$ cat src/rtl/mastermind_pkg.sv
// Shared Mastermind definitions: board geometry, colour codes and FSM state encoding.
// The VGA renderer imports these as well.
package mastermind_pkg;

    localparam int ROWS = 6;
    localparam int COLS = 4;
    localparam int CW   = 3;

    localparam int ROW_W = COLS * CW;
    localparam int FB_W  = 2 * CW;

    localparam logic [CW-1:0] EMPTY   = 3'd0;
    localparam logic [CW-1:0] BLUE    = 3'd1;
    localparam logic [CW-1:0] GREEN   = 3'd2;
    localparam logic [CW-1:0] CYAN    = 3'd3;
    localparam logic [CW-1:0] RED     = 3'd4;
    localparam logic [CW-1:0] YELLOW  = 3'd5;
    localparam logic [CW-1:0] MAGENTA = 3'd6;

    typedef enum logic [1:0] {
        INIT  = 2'd0,
        INPUT = 2'd1,
        CHECK = 2'd2,
        DONE  = 2'd3
    } state_e;

    // The LFSR can emit 0 or 7, neither of which is a playable colour.
    function automatic logic [ROW_W-1:0] sanitize_code(input logic [ROW_W-1:0] code);
        logic [CW-1:0] d;
        sanitize_code = code;
        for (int c = 0; c < COLS; c++) begin
            d = code[c*CW +: CW];
            if (d == EMPTY)
                d = BLUE;
            else if (d == '1)
                d = MAGENTA;
            sanitize_code[c*CW +: CW] = d;
        end
    endfunction

endpackage

$ cat src/rtl/mastermind_score.sv
// Combinational scorer: exact-position hits and colour-only hits of one guess row.
module mastermind_score
    import mastermind_pkg::*;
(
    input  logic [ROW_W-1:0] guess,
    input  logic [ROW_W-1:0] secret,
    output logic [2:0]       exact,
    output logic [2:0]       partial
);

    logic [2:0] cnt_g;
    logic [2:0] cnt_s;
    logic [2:0] common;

    // NOTE: every variable written here is defaulted first so no latch is inferred.
    always_comb begin
        exact  = '0;
        common = '0;
        cnt_g  = '0;
        cnt_s  = '0;
        for (int c = 0; c < COLS; c++) begin
            if (guess[c*CW +: CW] == secret[c*CW +: CW])
                exact = exact + 3'd1;
        end
        // Matches irrespective of position: sum of per-colour minimum counts.
        for (int k = 1; k <= 6; k++) begin
            cnt_g = '0;
            cnt_s = '0;
            for (int c = 0; c < COLS; c++) begin
                if (guess[c*CW +: CW] == 3'(k))
                    cnt_g = cnt_g + 3'd1;
                if (secret[c*CW +: CW] == 3'(k))
                    cnt_s = cnt_s + 3'd1;
            end
            common = common + ((cnt_g < cnt_s) ? cnt_g : cnt_s);
        end
        partial = common - exact;
    end

endmodule

$ cat src/rtl/mastermind_game.sv
// Mastermind game engine: secret latch, guess entry from button pulses, row scoring,
// attempt tracking. All outputs come straight from flops.
module mastermind_game
    import mastermind_pkg::*;
(
    input  logic                   clk,
    input  logic                   reset,
    input  logic                   start,
    input  logic [ROW_W-1:0]       secret_in,
    input  logic                   btn_left,
    input  logic                   btn_right,
    input  logic                   btn_color,
    input  logic                   btn_submit,
    output logic [ROWS*ROW_W-1:0]  matrix_flat,
    output logic [2:0]             guess_num,
    output logic [1:0]             cursor,
    output logic [ROWS*FB_W-1:0]   fb_flat,
    output logic                   q_Init,
    output logic                   q_Input,
    output logic                   q_Check,
    output logic                   q_Done,
    output logic                   win
);

    state_e                  state_q, state_d;
    logic [ROWS*ROW_W-1:0]   matrix_q, matrix_d;
    logic [ROWS*FB_W-1:0]    fb_q, fb_d;
    logic [2:0]              guess_num_q, guess_num_d;
    logic [1:0]              cursor_q, cursor_d;
    logic                    win_q, win_d;
    logic [ROW_W-1:0]        secret_q, secret_d;
    logic [3:0]              flags_q, flags_d;

    logic [ROW_W-1:0]        cur_row;
    logic [CW-1:0]           cur_slot;
    logic                    row_full;
    logic [2:0]              exact;
    logic [2:0]              partial;

    always_comb begin
        cur_row  = matrix_q[guess_num_q*ROW_W +: ROW_W];
        cur_slot = cur_row[cursor_q*CW +: CW];
        row_full = 1'b1;
        for (int c = 0; c < COLS; c++) begin
            if (cur_row[c*CW +: CW] == EMPTY)
                row_full = 1'b0;
        end
    end

    mastermind_score u_score (
        .guess   (cur_row),
        .secret  (secret_q),
        .exact   (exact),
        .partial (partial)
    );

    always_comb begin
        state_d     = state_q;
        matrix_d    = matrix_q;
        fb_d        = fb_q;
        guess_num_d = guess_num_q;
        cursor_d    = cursor_q;
        win_d       = win_q;
        secret_d    = secret_q;

        case (state_q)
            INIT, DONE: begin
                if (start) begin
                    secret_d    = sanitize_code(secret_in);
                    matrix_d    = '0;
                    fb_d        = '0;
                    guess_num_d = '0;
                    cursor_d    = '0;
                    win_d       = 1'b0;
                    state_d     = INPUT;
                end
            end
            INPUT: begin
                // A submit pulse masks the other buttons even when the row is incomplete.
                if (btn_submit) begin
                    if (row_full)
                        state_d = CHECK;
                end else if (btn_color) begin
                    matrix_d[guess_num_q*ROW_W + cursor_q*CW +: CW] =
                        (cur_slot == MAGENTA) ? BLUE : cur_slot + 3'd1;
                end else if (btn_left && !btn_right) begin
                    cursor_d = cursor_q - 2'd1;
                end else if (btn_right && !btn_left) begin
                    cursor_d = cursor_q + 2'd1;
                end
            end
            CHECK: begin
                fb_d[guess_num_q*FB_W +: FB_W] = {exact, partial};
                if (exact == 3'(COLS)) begin
                    win_d   = 1'b1;
                    state_d = DONE;
                end else if (guess_num_q == 3'(ROWS-1)) begin
                    win_d   = 1'b0;
                    state_d = DONE;
                end else begin
                    guess_num_d = guess_num_q + 3'd1;
                    cursor_d    = '0;
                    state_d     = INPUT;
                end
            end
            default: state_d = INIT;
        endcase

        flags_d = 4'b0001 << state_d;
    end

    // NOTE: sequential state uses non-blocking assignments only; the board is plain flops, so it is cleared by reset too.
    always_ff @(posedge clk) begin
        if (reset) begin
            state_q     <= INIT;
            matrix_q    <= '0;
            fb_q        <= '0;
            guess_num_q <= '0;
            cursor_q    <= '0;
            win_q       <= 1'b0;
            secret_q    <= '0;
            flags_q     <= 4'b0001;
        end else begin
            state_q     <= state_d;
            matrix_q    <= matrix_d;
            fb_q        <= fb_d;
            guess_num_q <= guess_num_d;
            cursor_q    <= cursor_d;
            win_q       <= win_d;
            secret_q    <= secret_d;
            flags_q     <= flags_d;
        end
    end

    assign matrix_flat = matrix_q;
    assign fb_flat     = fb_q;
    assign guess_num   = guess_num_q;
    assign cursor      = cursor_q;
    assign win         = win_q;
    assign q_Init      = flags_q[0];
    assign q_Input     = flags_q[1];
    assign q_Check     = flags_q[2];
    assign q_Done      = flags_q[3];

endmodule

$ cat config.mk
export PLATFORM = sky130hd
export DESIGN_NAME = mastermind_game
export DESIGN_NICKNAME = d
export VERILOG_FILES = /design/src/rtl/mastermind_pkg.sv /design/src/rtl/mastermind_score.sv /design/src/rtl/mastermind_game.sv
export SDC_FILE = /design/constraint.sdc
export NUM_CORES = 1
export LEC_CHECK = 0
export CAP_MARGIN = 0
export CORE_MARGIN = 4
export CORE_UTILIZATION = 38
export DETAILED_ROUTE_END_ITERATION = 8
export MAX_ROUTING_LAYER = met4
export PLACE_DENSITY = 0.61
export SLEW_MARGIN = 10
export SYNTH_ARGS = -nofsm -noshare
export SYNTH_HDL_FRONTEND = slang
export SYNTH_HIERARCHICAL = 1
export SYNTH_SLANG_ARGS = --single-unit
export TNS_END_PERCENT = 100
$ cat constraint.sdc
create_clock -name clk -period 7.9 [get_ports clk]
set_clock_uncertainty 0.05 [all_clocks]
set_input_delay 1.185 -clock clk [delete_from_list [all_inputs] [get_ports clk]]
set_output_delay 1.185 -clock clk [all_outputs]
set_load 0.05 [all_outputs]
==> impl_metrics.env, run 1 <==
export IMPL_synth_edf_count=0
export IMPL_ir_drop_mv=0.1491
export IMPL_synth_warnings=6
export IMPL_p_switching_mw=0.7797
export IMPL_nFillCells=2878
export IMPL_maxCapViolCount=0
export IMPL_dp_hpwl_um=36440
export IMPL_rsz0062_at_grt="yes"
export IMPL_cts_tree="done"
export IMPL_grt_pass1_wl_um=73770
export IMPL_cts_sinks=132
export IMPL_area_growth_pct=28.05
export IMPL_drtPass1Iterations=6
export IMPL_cts_clk_slew_worst_paths_ns=0.06
export IMPL_cts_htree_levels=4
export IMPL_grt_ovfl_total=0
export IMPL_grt_pass1_vias=12320
export IMPL_async_reset_ff_share_pct=0
export IMPL_layout_drive_gt1_share_pct=15.63
export IMPL_drt_initial_drc_count=1286
export IMPL_slowest_stage="fa_1"
export IMPL_drtAntennaViolNets=0
export IMPL_synth_flop_cell="dfxtp_1"
export IMPL_cellPowerDensity_mw_per_mm2=149.3
export IMPL_finalCritPeriodShare_pct=97.07
export IMPL_cp_top_family="adder cells"
export IMPL_start_util_pct=38.84
export IMPL_grtUsageMet3_pct=4.165
export IMPL_synth_cell_type_count=102
export IMPL_p_int_mw=1.438
export IMPL_comb_power_share_pct=29.1
export IMPL_p_leak_nw=5.560
export IMPL_start_kind="flip-flop"
export IMPL_cp_max_fo=7
export IMPL_netlist_area_mm2=0.01160
export IMPL_relSlewSlack_pct=29.13
export IMPL_gr_usage_met2_pct=45.19
export IMPL_register_area_mm2=0.002651
export IMPL_hold_viol_final=0
export IMPL_antenna_found_initial=0
export IMPL_syn_area_per_cell_um2=7.856
export IMPL_required_ns=8.21
export IMPL_cp_arrival_ns=7.98
export IMPL_cts_buffers=17
export IMPL_cpPeakStageDelay_ns=0.56
export IMPL_clockBufferDepth=2
export IMPL_hold_class="reg -> reg"
export IMPL_die_y_um=182.7
export IMPL_grt_max_degree=44
export IMPL_end_kind="flip-flop"
export IMPL_clkLatencyLatePin_ns=0.45
export IMPL_io_pins=137
export IMPL_path_buf_inv=5
export IMPL_grtUsageMet1_pct=38.06
export IMPL_std_cell_rows=63
export IMPL_path_class="reg -> reg"
export IMPL_p_sw_share_pct=35.15
export IMPL_power_mw=2.218
export IMPL_status="finished clean"
export IMPL_num_vias=12580
export IMPL_clkPwrFrac_pct=39.7
export IMPL_finalSetupViolCount=0
export IMPL_die_w_um=182.7
export IMPL_tightest_slew_ns=1.056
export IMPL_die_area_mm2=0.03340
export IMPL_syn_instance_count=1477
export IMPL_min_period_ns=7.669
export IMPL_antenna_cells=0
export IMPL_cpMostUsedCell="xnor2_1"
export IMPL_numPortBuffers=136
export IMPL_nets=1757
export IMPL_multi_input_area_mm2=0.008680
export IMPL_ys_ff_latch=132
export IMPL_coreArea_mm2=0.02987
export IMPL_routabilityCongestion=0.9976
export IMPL_setup_tns_ns=0
export IMPL_syn_nets=1590
export IMPL_track_usage_pct=28.90
export IMPL_pwr_share_seq_pct=31.2
export IMPL_drc=0
export IMPL_max_freq_mhz=130.4
export IMPL_holdBufCountCts=0
export IMPL_grt_busiest_layer="met2"
export IMPL_cts_root_buf="clkbuf_16"
export IMPL_final_util_pct=49.73
export IMPL_drt_total_wl_um=48250
export IMPL_ys_seq_area_share_pct=22.77
export IMPL_vias_per_cell=6.146
export IMPL_slew_violations=0
export IMPL_wl_per_cell_um=23.57
==> cell usage after synthesis (7+ instances only) <==
cell | n | area (µm²)
o31ai_1 | 30 | 225.2
o311ai_0 | 10 | 87.58
ha_1 | 86 | 1076
a211oi_1 | 7 | 52.55
fa_1 | 8 | 160.2
o211ai_1 | 56 | 420.4
nand2b_1 | 10 | 62.56
xor2_1 | 21 | 183.9
nand3_1 | 48 | 240.2
inv_1 | 83 | 311.6
a22oi_1 | 21 | 157.7
dfxtp_1 | 132 | 2643
nand3b_1 | 20 | 150.1
a32oi_1 | 11 | 96.34
and2_1 | 18 | 112.6
o21a_1 | 11 | 82.58
and3b_1 | 9 | 78.83
nor4_1 | 12 | 75.07
a21oi_1 | 78 | 390.4
clkbuf_1 | 52 | 195.2
mux2i_1 | 34 | 340.3
o21ai_0 | 87 | 435.4
o21ai_1 | 7 | 35.03
nand4_1 | 12 | 75.07
nor2b_1 | 13 | 81.33
buf_1 | 7 | 26.28
nor2_1 | 124 | 465.5
mux2_2 | 18 | 202.7
nand2_1 | 163 | 611.8
xnor2_1 | 44 | 385.4
a31oi_1 | 11 | 68.82
buf_2 | 12 | 60.06
and3_1 | 15 | 93.84
nor3_1 | 38 | 190.2
nor3b_1 | 16 | 120.1
==> kinds of logic after synthesis <==
| group | synth area share, % |
|---|---|
| fa+ha+maj | 10.83 |
| flops | 22.77 |
| simple gates | 23.11 |
| compound gates | 24.87 |
| mux | 6.448 |
| xor+xnor | 6.222 |
| buf+inv | 5.758 |
==> layout make-up <==
cell class	instances	share of cell area [%]
Timing Repair Buffer	226	13.99
Clock buffer	19	2.914
Sequential cell	132	17.84
Inverter	87	2.223
Clock inverter	13	1.331
Multi-Input combinational cell	1180	58.42
Tap cell	390	3.284
==> flip-flops by register name, indices dropped and copies added, names as in the netlist <==
| signal | cells |
|---|---|
| cursor | 2 |
| flags_q | 4 |
| win | 1 |
| state_q | 2 |
| fb_flat | 36 |
| guess_num | 3 |
| matrix_flat | 72 |
| secret_q | 12 |
==> worst min-delay path: cells and delay by family (launching register included) <==
family / cells / cell delay (ns)
and+or+nand+nor: 1 / 0.05
DFF: 1 / 0.31
AOI/OAI and AO/OA: 1 / 0.05
==> final timing paths <==
check,from,endpoint,depth (start not counted),slack (ns)
worst max-delay path,guess_num[0],fb_flat[26],34,0.23
worst min-delay path,fb_flat[11],fb_flat[11],2,0.41
worst max register to register,guess_num[0],fb_flat[26],34,0.23
worst min register to register,fb_flat[11],fb_flat[11],2,0.41
==> what timing repair did <==
| item | in CTS | in global routing |
|---|---|---|
| resized for setup | 3 | 75 |
| endpoints found under the setup margin | 2 | 18 |
| buffers inserted | 0 | 14 |
| pin swaps | 1 | 38 |
| cloned | 0 | 1 |
==> cells in the final DEF (no fill, tap or decap), types with 10 or more instances in the layout <==
| master | instances |
|---|---|
| mux2_2 | 13 |
| and3_1 | 15 |
| a22oi_1 | 20 |
| o211ai_1 | 56 |
| nor2b_1 | 12 |
| mux2i_1 | 29 |
| a21oi_2 | 13 |
| o21ai_0 | 81 |
| inv_1 | 78 |
| nand4_1 | 12 |
| a31oi_1 | 11 |
| xnor2_1 | 40 |
| and2_1 | 17 |
| nor2_1 | 123 |
| o311ai_0 | 10 |
| dfxtp_1 | 129 |
| xor2_1 | 18 |
| ha_1 | 75 |
| nor3_1 | 38 |
| buf_4 | 86 |
| nand3_1 | 48 |
| nor4_1 | 11 |
| clkbuf_16 | 18 |
| o21a_1 | 11 |
| clkdlybuf4s50_1 | 135 |
| a21oi_1 | 65 |
| nand3b_1 | 20 |
| nor3b_1 | 12 |
| o31ai_1 | 30 |
| a32oi_1 | 11 |
| nand2_1 | 160 |
==> layer usage <==
metal,vias up,wire length (µm)
li1,5727,-
met1,6066,20870
met2,663,21840
met3,124,3573
met4,0,1966
met5,-,0
==> power by group through the flow <==
stage	Clock (mW)	Combinational [mW]	Sequential (mW)
after floorplan	0	0.403	0.702
after global placement	0	0.598	0.706
after detailed placement	0	0.597	0.706
after CTS	0.882	0.601	0.691
after global routing	0.913	0.692	0.692
final	0.881	0.646	0.691
==> stage by stage <==
stage / instances / setup slack, ns / hold WS (ns) / area [µm²]
floorplan: 1477 / 0.001020 / 0.3830 / 11650
finish: 2047 / 0.2313 / 0.4110 / 14860
detailed placement: 2001 / -0.003579 / 0.4028 / 13740
global placement: 2001 / 0.1059 / 0.3928 / 13740
global route: 2047 / -0.1489 / 0.4406 / 14860
CTS: 2033 / 0.00008793 / 0.4138 / 14380
Power figures use the tool's default switching activity.
==> run 2, diff against run 1 <==
--- a/config.mk
+++ b/config.mk
@@ -5,12 +5,14 @@
 export SDC_FILE = /design/constraint.sdc
 export NUM_CORES = 1
 export LEC_CHECK = 0
+export ABC_AREA = 1
 export CAP_MARGIN = 0
 export CORE_MARGIN = 4
 export CORE_UTILIZATION = 38
 export DETAILED_ROUTE_END_ITERATION = 8
+export DONT_BUFFER_PORTS = 1
 export MAX_ROUTING_LAYER = met4
-export PLACE_DENSITY = 0.61
+export PLACE_DENSITY = 0.55
 export SLEW_MARGIN = 10
 export SYNTH_ARGS = -nofsm -noshare
 export SYNTH_HDL_FRONTEND = slang
==> impl_metrics.env, run 2 <==
export IMPL_cts_tree="done"
export IMPL_cpPeakStageDelay_ns=0.55
export IMPL_drtPass1Iterations=6
export IMPL_cts_root_buf="clkbuf_16"
export IMPL_drt_initial_drc_count=973
export IMPL_wl_per_cell_um=20.59
export IMPL_final_common_cell="nand2_1"
export IMPL_yosysTopAreaCell="dfxtp_1"
export IMPL_final_area_mm2=0.01387
export IMPL_status="finished clean"
export IMPL_cts_buffers=17
export IMPL_cpMostUsedCell="nand2_1"
export IMPL_clkLatencyLatePin_ns=0.43
export IMPL_start_util_pct=38.62
export IMPL_std_cell_rows=65
export IMPL_min_period_ns=7.381
export IMPL_top_layer="met4"
export IMPL_syn_nets=2072
export IMPL_wl_met2_um=21640
export IMPL_required_ns=8.22
export IMPL_track_usage_pct=27.90
export IMPL_syn_area_per_cell_um2=6.237
export IMPL_worstRegToRegCells=45
export IMPL_synth_flop_cell="dfxtp_1"
export IMPL_synth_warnings=6
export IMPL_relSlewSlack_pct=21.00
export IMPL_hold_depth=2
export IMPL_yosysTopAreaCellShare_pct=21.63
export IMPL_clockBufferDepth=2
export IMPL_hold_class="reg -> reg"
export IMPL_grt_ovfl_total=0
export IMPL_regToRegEndpoint="fb_flat[18]"
export IMPL_synth_cell_type_count=64
export IMPL_end_kind="flip-flop"
export IMPL_dp_hpwl_um=37310
export IMPL_cp_max_fo=19
export IMPL_cts_htree_levels=4
export IMPL_cts_sinks=132
export IMPL_ys_seq_area_share_pct=21.63
export IMPL_wl_met3_um=4320
export IMPL_slew_violations=0
export IMPL_drt_total_wl_um=49720
export IMPL_die_w_um=187.3
export IMPL_cp_arrival_ns=7.70
export IMPL_die_area_mm2=0.03509
export IMPL_finalSetupViolCount=0
export IMPL_r2r_slack_ns=0.52
export IMPL_tightest_slew_ns=1.178
export IMPL_cts_clk_slew_worst_paths_ns=0.06
export IMPL_met1_length_um=22120
export IMPL_ys_ff_latch=132
export IMPL_start_kind="flip-flop"
export IMPL_slowest_stage="fa_1"
export IMPL_postPlaceCellArea_mm2=0.01301
export IMPL_coreArea_mm2=0.03164
export IMPL_maxCapViolCount=0
export IMPL_grt_pass1_vias=12690
export IMPL_layout_common_cells="nand2_1, nor2_1, inv_1"
export IMPL_num_vias=13520
export IMPL_grt_pass1_wl_um=75370
export IMPL_synth_area_leaders="dfxtp_1, nand2_1, ha_1, nand3_1, nor2_1"
export IMPL_io_pins=137
export IMPL_synth_most_common_cell="nand2_1"
export IMPL_antenna_found_initial=0
export IMPL_netlist_area_mm2=0.01222
export IMPL_nets=2113
export IMPL_hold_start="secret_q[10]"
export IMPL_largest_register_ffs=72
export IMPL_setup_tns_ns=0
export IMPL_layout_drive_gt1_share_pct=13.67
export IMPL_routabilityCongestion=0.9614
export IMPL_vias_per_cell=5.599
export IMPL_antenna_cells=0
export IMPL_hold_viol_final=0
export IMPL_drtAntennaViolNets=0
export IMPL_finalCritPeriodShare_pct=93.43
export IMPL_drc=0
export IMPL_min_to="secret_q[10]"
export IMPL_async_reset_ff_share_pct=0
export IMPL_grt_max_degree=113
export IMPL_max_freq_mhz=135.5
export IMPL_r2r_start="guess_num[0]"
export IMPL_area_growth_pct=13.52
export IMPL_holdBufCountCts=0
export IMPL_syn_instance_count=1959
export IMPL_synth_edf_count=0
export IMPL_path_class="reg -> reg"
export IMPL_die_y_um=187.3
export IMPL_synthTopCellsByCount="nand2_1, nor2_1, inv_1"
export IMPL_numPortBuffers=0
-- run 2: changes by cell type in the layout (fill, tap and decap cells not counted), moves of 20 or more --
| cell | delta |
|---|---|
| mux2i_1 | -24 |
| nand4_1 | +35 |
| inv_1 | +125 |
| o211ai_1 | -47 |
| nand2_1 | +264 |
| o31ai_1 | -27 |
| xnor2_1 | -20 |
| clkdlybuf4s50_1 | -135 |
| nor2_1 | +93 |
| o21ai_0 | +48 |
| a21oi_1 | +77 |
| nand3_1 | +146 |
-- run 2: repair_timing --
item	4_1_cts	5_1_grt
setup endpoints to repair	0	24
resized for setup	0	55
setup buffers	0	6
-- run 2: worst max-delay path: cells and delay by family, from the launching register on --
kind	cells	cell delay (ns)
and+or+nand+nor	19	1.75
muxes	1	0.29
DFF	1	0.42
buffers and inverters	9	0.79
xor gates and xnor gates	1	0.15
AOI/OAI and AO/OA	7	0.90
adders and majority gates	8	2.93
-- run 2: final cells by class --
cell class | count | area, µm²
clock buffer | 18 | 439.2
clock inverter | 13 | 158.9
fill | 3368 | 17770
inverter | 237 | 907.1
multi-input combinational | 1510 | 8408
sequential | 132 | 2650
tap | 402 | 503.0
timing repair buffer | 101 | 799.5
timing repair inverter | 1 | 5.005
-- run 2: logic make-up after synthesis --
group | share of synthesized area (%)
multiplexers | 0.9625
buffers and inverters | 10.92
XOR/XNOR | 3.482
AND/OR/NAND/NOR | 37.19
flip-flops | 21.63
AO/OA/AOI/OAI | 15.71
adder cells (fa/ha/maj) | 10.12
-- run 2: worst max path at each step --
| stage | start | endpoint | cells past startpoint |
|---|---|---|---|
| finish | guess_num[0] | fb_flat[18] | 45 |
| global route | guess_num[0] | fb_flat[6] | 49 |
| CTS | guess_num[1] | fb_flat[18] | 44 |
| detailed placement | guess_num[1] | fb_flat[18] | 44 |
| global placement | guess_num[1] | fb_flat[18] | 44 |
| floorplan | guess_num[0] | fb_flat[18] | 46 |
-- run 2: metal layers --
| layer | vias up | track usage, % |
|---|---|---|
| met4 | 0 | 9.329 |
| met2 | 548 | 41.68 |
| li1 | 6536 | - |
| met1 | 6338 | 36.90 |
| met5 | - | - |
| met3 | 94 | 7.018 |
-- run 2: through the flow --
| step | hold slack, ns | util, % | setup WS (ns) | std cells |
|---|---|---|---|---|
| after floorplan | 0.4063 | - | 0.5911 | 1959 |
| after global placement | 0.5454 | 41.11 | 0.3387 | 2375 |
| after detailed placement | 0.5451 | 41.11 | 0.1891 | 2375 |
| after CTS | 0.5551 | 43.00 | 0.1370 | 2406 |
| after global routing | 0.5705 | 43.84 | -0.001489 | 2414 |
| final | 0.5472 | 43.84 | 0.5192 | 2414 |
Power of run 2 is left out: the tool's default activity adds up to more than one toggle a clock period on the data nets, which glitch-free logic cannot reach.
==> run 3, diff against run 2 <==
--- a/config.mk
+++ b/config.mk
@@ -8,11 +8,12 @@
 export ABC_AREA = 1
 export CAP_MARGIN = 0
 export CORE_MARGIN = 4
-export CORE_UTILIZATION = 38
+export CORE_UTILIZATION = 40
 export DETAILED_ROUTE_END_ITERATION = 8
 export DONT_BUFFER_PORTS = 1
 export MAX_ROUTING_LAYER = met4
-export PLACE_DENSITY = 0.55
+export PLACE_DENSITY = 0.57
+export REMOVE_ABC_BUFFERS = 1
 export SLEW_MARGIN = 10
 export SYNTH_ARGS = -nofsm -noshare
 export SYNTH_HDL_FRONTEND = slang
==> impl_metrics.env, run 3 (same netlist as run 2, synthesis figures left out) <==
export IMPL_drtPass1Iterations=7
export IMPL_cts_tree="done"
export IMPL_cts_htree_levels=4
export IMPL_die_area_mm2=0.03341
export IMPL_status="finished clean"
export IMPL_cts_sinks=132
export IMPL_setup_tns_ns=0
export IMPL_relSlewSlack_pct=19.83
export IMPL_cpMostUsedCell="nand2_1"
export IMPL_dp_hpwl_um=34340
export IMPL_routabilityCongestion=1.007
export IMPL_r2r_start="guess_num[0]"
export IMPL_cts_root_buf="clkbuf_16"
export IMPL_grt_pass1_wl_um=71620
export IMPL_drt_total_wl_um=46590
export IMPL_start_kind="flip-flop"
export IMPL_num_vias=13410
export IMPL_critical_path_startpoint="guess_num[0]"
export IMPL_layout_drive_gt1_share_pct=13.92
export IMPL_coreArea_mm2=0.02987
export IMPL_hold_class="reg -> reg"
export IMPL_hold_viol_final=0
export IMPL_tightest_slew_ns=1.196
export IMPL_die_w_um=182.8
export IMPL_vias_per_cell=5.567
export IMPL_nFillCells=3157
export IMPL_slowest_stage="fa_1"
export IMPL_cp_top_family="adder cells"
export IMPL_std_cell_rows=63
export IMPL_numPortBuffers=0
export IMPL_nets=2118
export IMPL_cp_arrival_ns=7.71
export IMPL_drt_initial_drc_count=1103
export IMPL_clkLatencyLatePin_ns=0.43
export IMPL_final_common_cell="nand2_1"
export IMPL_wl_per_cell_um=19.35
export IMPL_finalCritPeriodShare_pct=93.45
export IMPL_track_usage_pct=27.52
export IMPL_holdBufCountCts=0
export IMPL_drc=0
export IMPL_largest_register_ffs=72
export IMPL_die_y_um=182.8
export IMPL_grt_max_degree=113
export IMPL_cp_max_fo=8
export IMPL_drtAntennaViolNets=0
export IMPL_grt_pass1_vias=12730
export IMPL_min_period_ns=7.382
export IMPL_antenna_found_initial=0
export IMPL_antenna_cells=0
export IMPL_io_pins=137
export IMPL_start_util_pct=40.90
export IMPL_hold_start="guess_num[1]"
export IMPL_path_class="reg -> reg"
export IMPL_cpPeakStageDelay_ns=0.51
export IMPL_path_buf_inv=9
export IMPL_cts_clk_slew_worst_paths_ns=0.07
export IMPL_end_kind="flip-flop"
export IMPL_finalSetupViolCount=0
export IMPL_maxCapViolCount=0
export IMPL_grt_ovfl_total=0
export IMPL_clockBufferDepth=2
export IMPL_cts_buffers=17
export IMPL_required_ns=8.22
export IMPL_max_freq_mhz=135.5
export IMPL_slew_violations=0
export IMPL_layout_common_cells="nand2_1, nor2_1, inv_1"
export IMPL_area_growth_pct=13.88
## run 3: worst paths after layout
path / endpoint / slack [ns] / cells past startpoint
max: fb_flat[18] / 0.52 / 45
min: guess_num[1] / 0.48 / 2
max reg2reg: fb_flat[18] / 0.52 / 45
min reg2reg: guess_num[1] / 0.48 / 2
## run 3: metrics by stage
step | utilization, % | hold slack [ns] | instance area, µm² | std cells | setup WS (ns)
3_3_place_gp | 43.61 | 0.5153 | 13030 | 2368 | 0.3136
4_1_cts | 45.65 | 0.5379 | 13640 | 2400 | 0.08067
5_1_grt | 46.58 | 0.4996 | 13920 | 2408 | -0.03392
2_1_floorplan | - | 0.4688 | 11780 | 1879 | -0.2507
3_5_place_dp | 43.61 | 0.5274 | 13030 | 2368 | 0.1375
6_report | 46.58 | 0.4770 | 13920 | 2408 | 0.5177
## run 3: routing by layer
| layer | vias up | global-route usage [%] | share of wire, % |
|---|---|---|---|
| li1 | 6562 | - | - |
| met1 | 6307 | 36.57 | 45 |
| met2 | 481 | 44.21 | 46 |
| met3 | 56 | 4.681 | 7.0 |
| met4 | 0 | 6.198 | 1.7 |
| met5 | - | - | 0 |
## run 3: worst min-delay path: cells and delay by family, from the launching register on
kind             cells  cell delay (ns)
AO/OA/AOI/OAI        1             0.05
flip-flops           1             0.37
AND/OR/NAND/NOR      1             0.08
## run 3: cell type report
cell class,instances,area [µm²],share of cell area (%)
flip-flops and latches,132,2648,19.03
clock inverters,12,153.9,1.106
clock buffers,20,456.7,3.282
well taps,390,488.0,3.507
repair buffers,107,884.6,6.357
inverters,237,902.1,6.483
multi-input cells,1510,8383,60.24
## run 3: timing repair
| item | in CTS | in global routing |
|---|---|---|
| buffers inserted | 0 | 5 |
| setup endpoints to repair | 0 | 19 |
| gates resized for setup | 0 | 52 |
Power of run 3 is left out for the same reason.
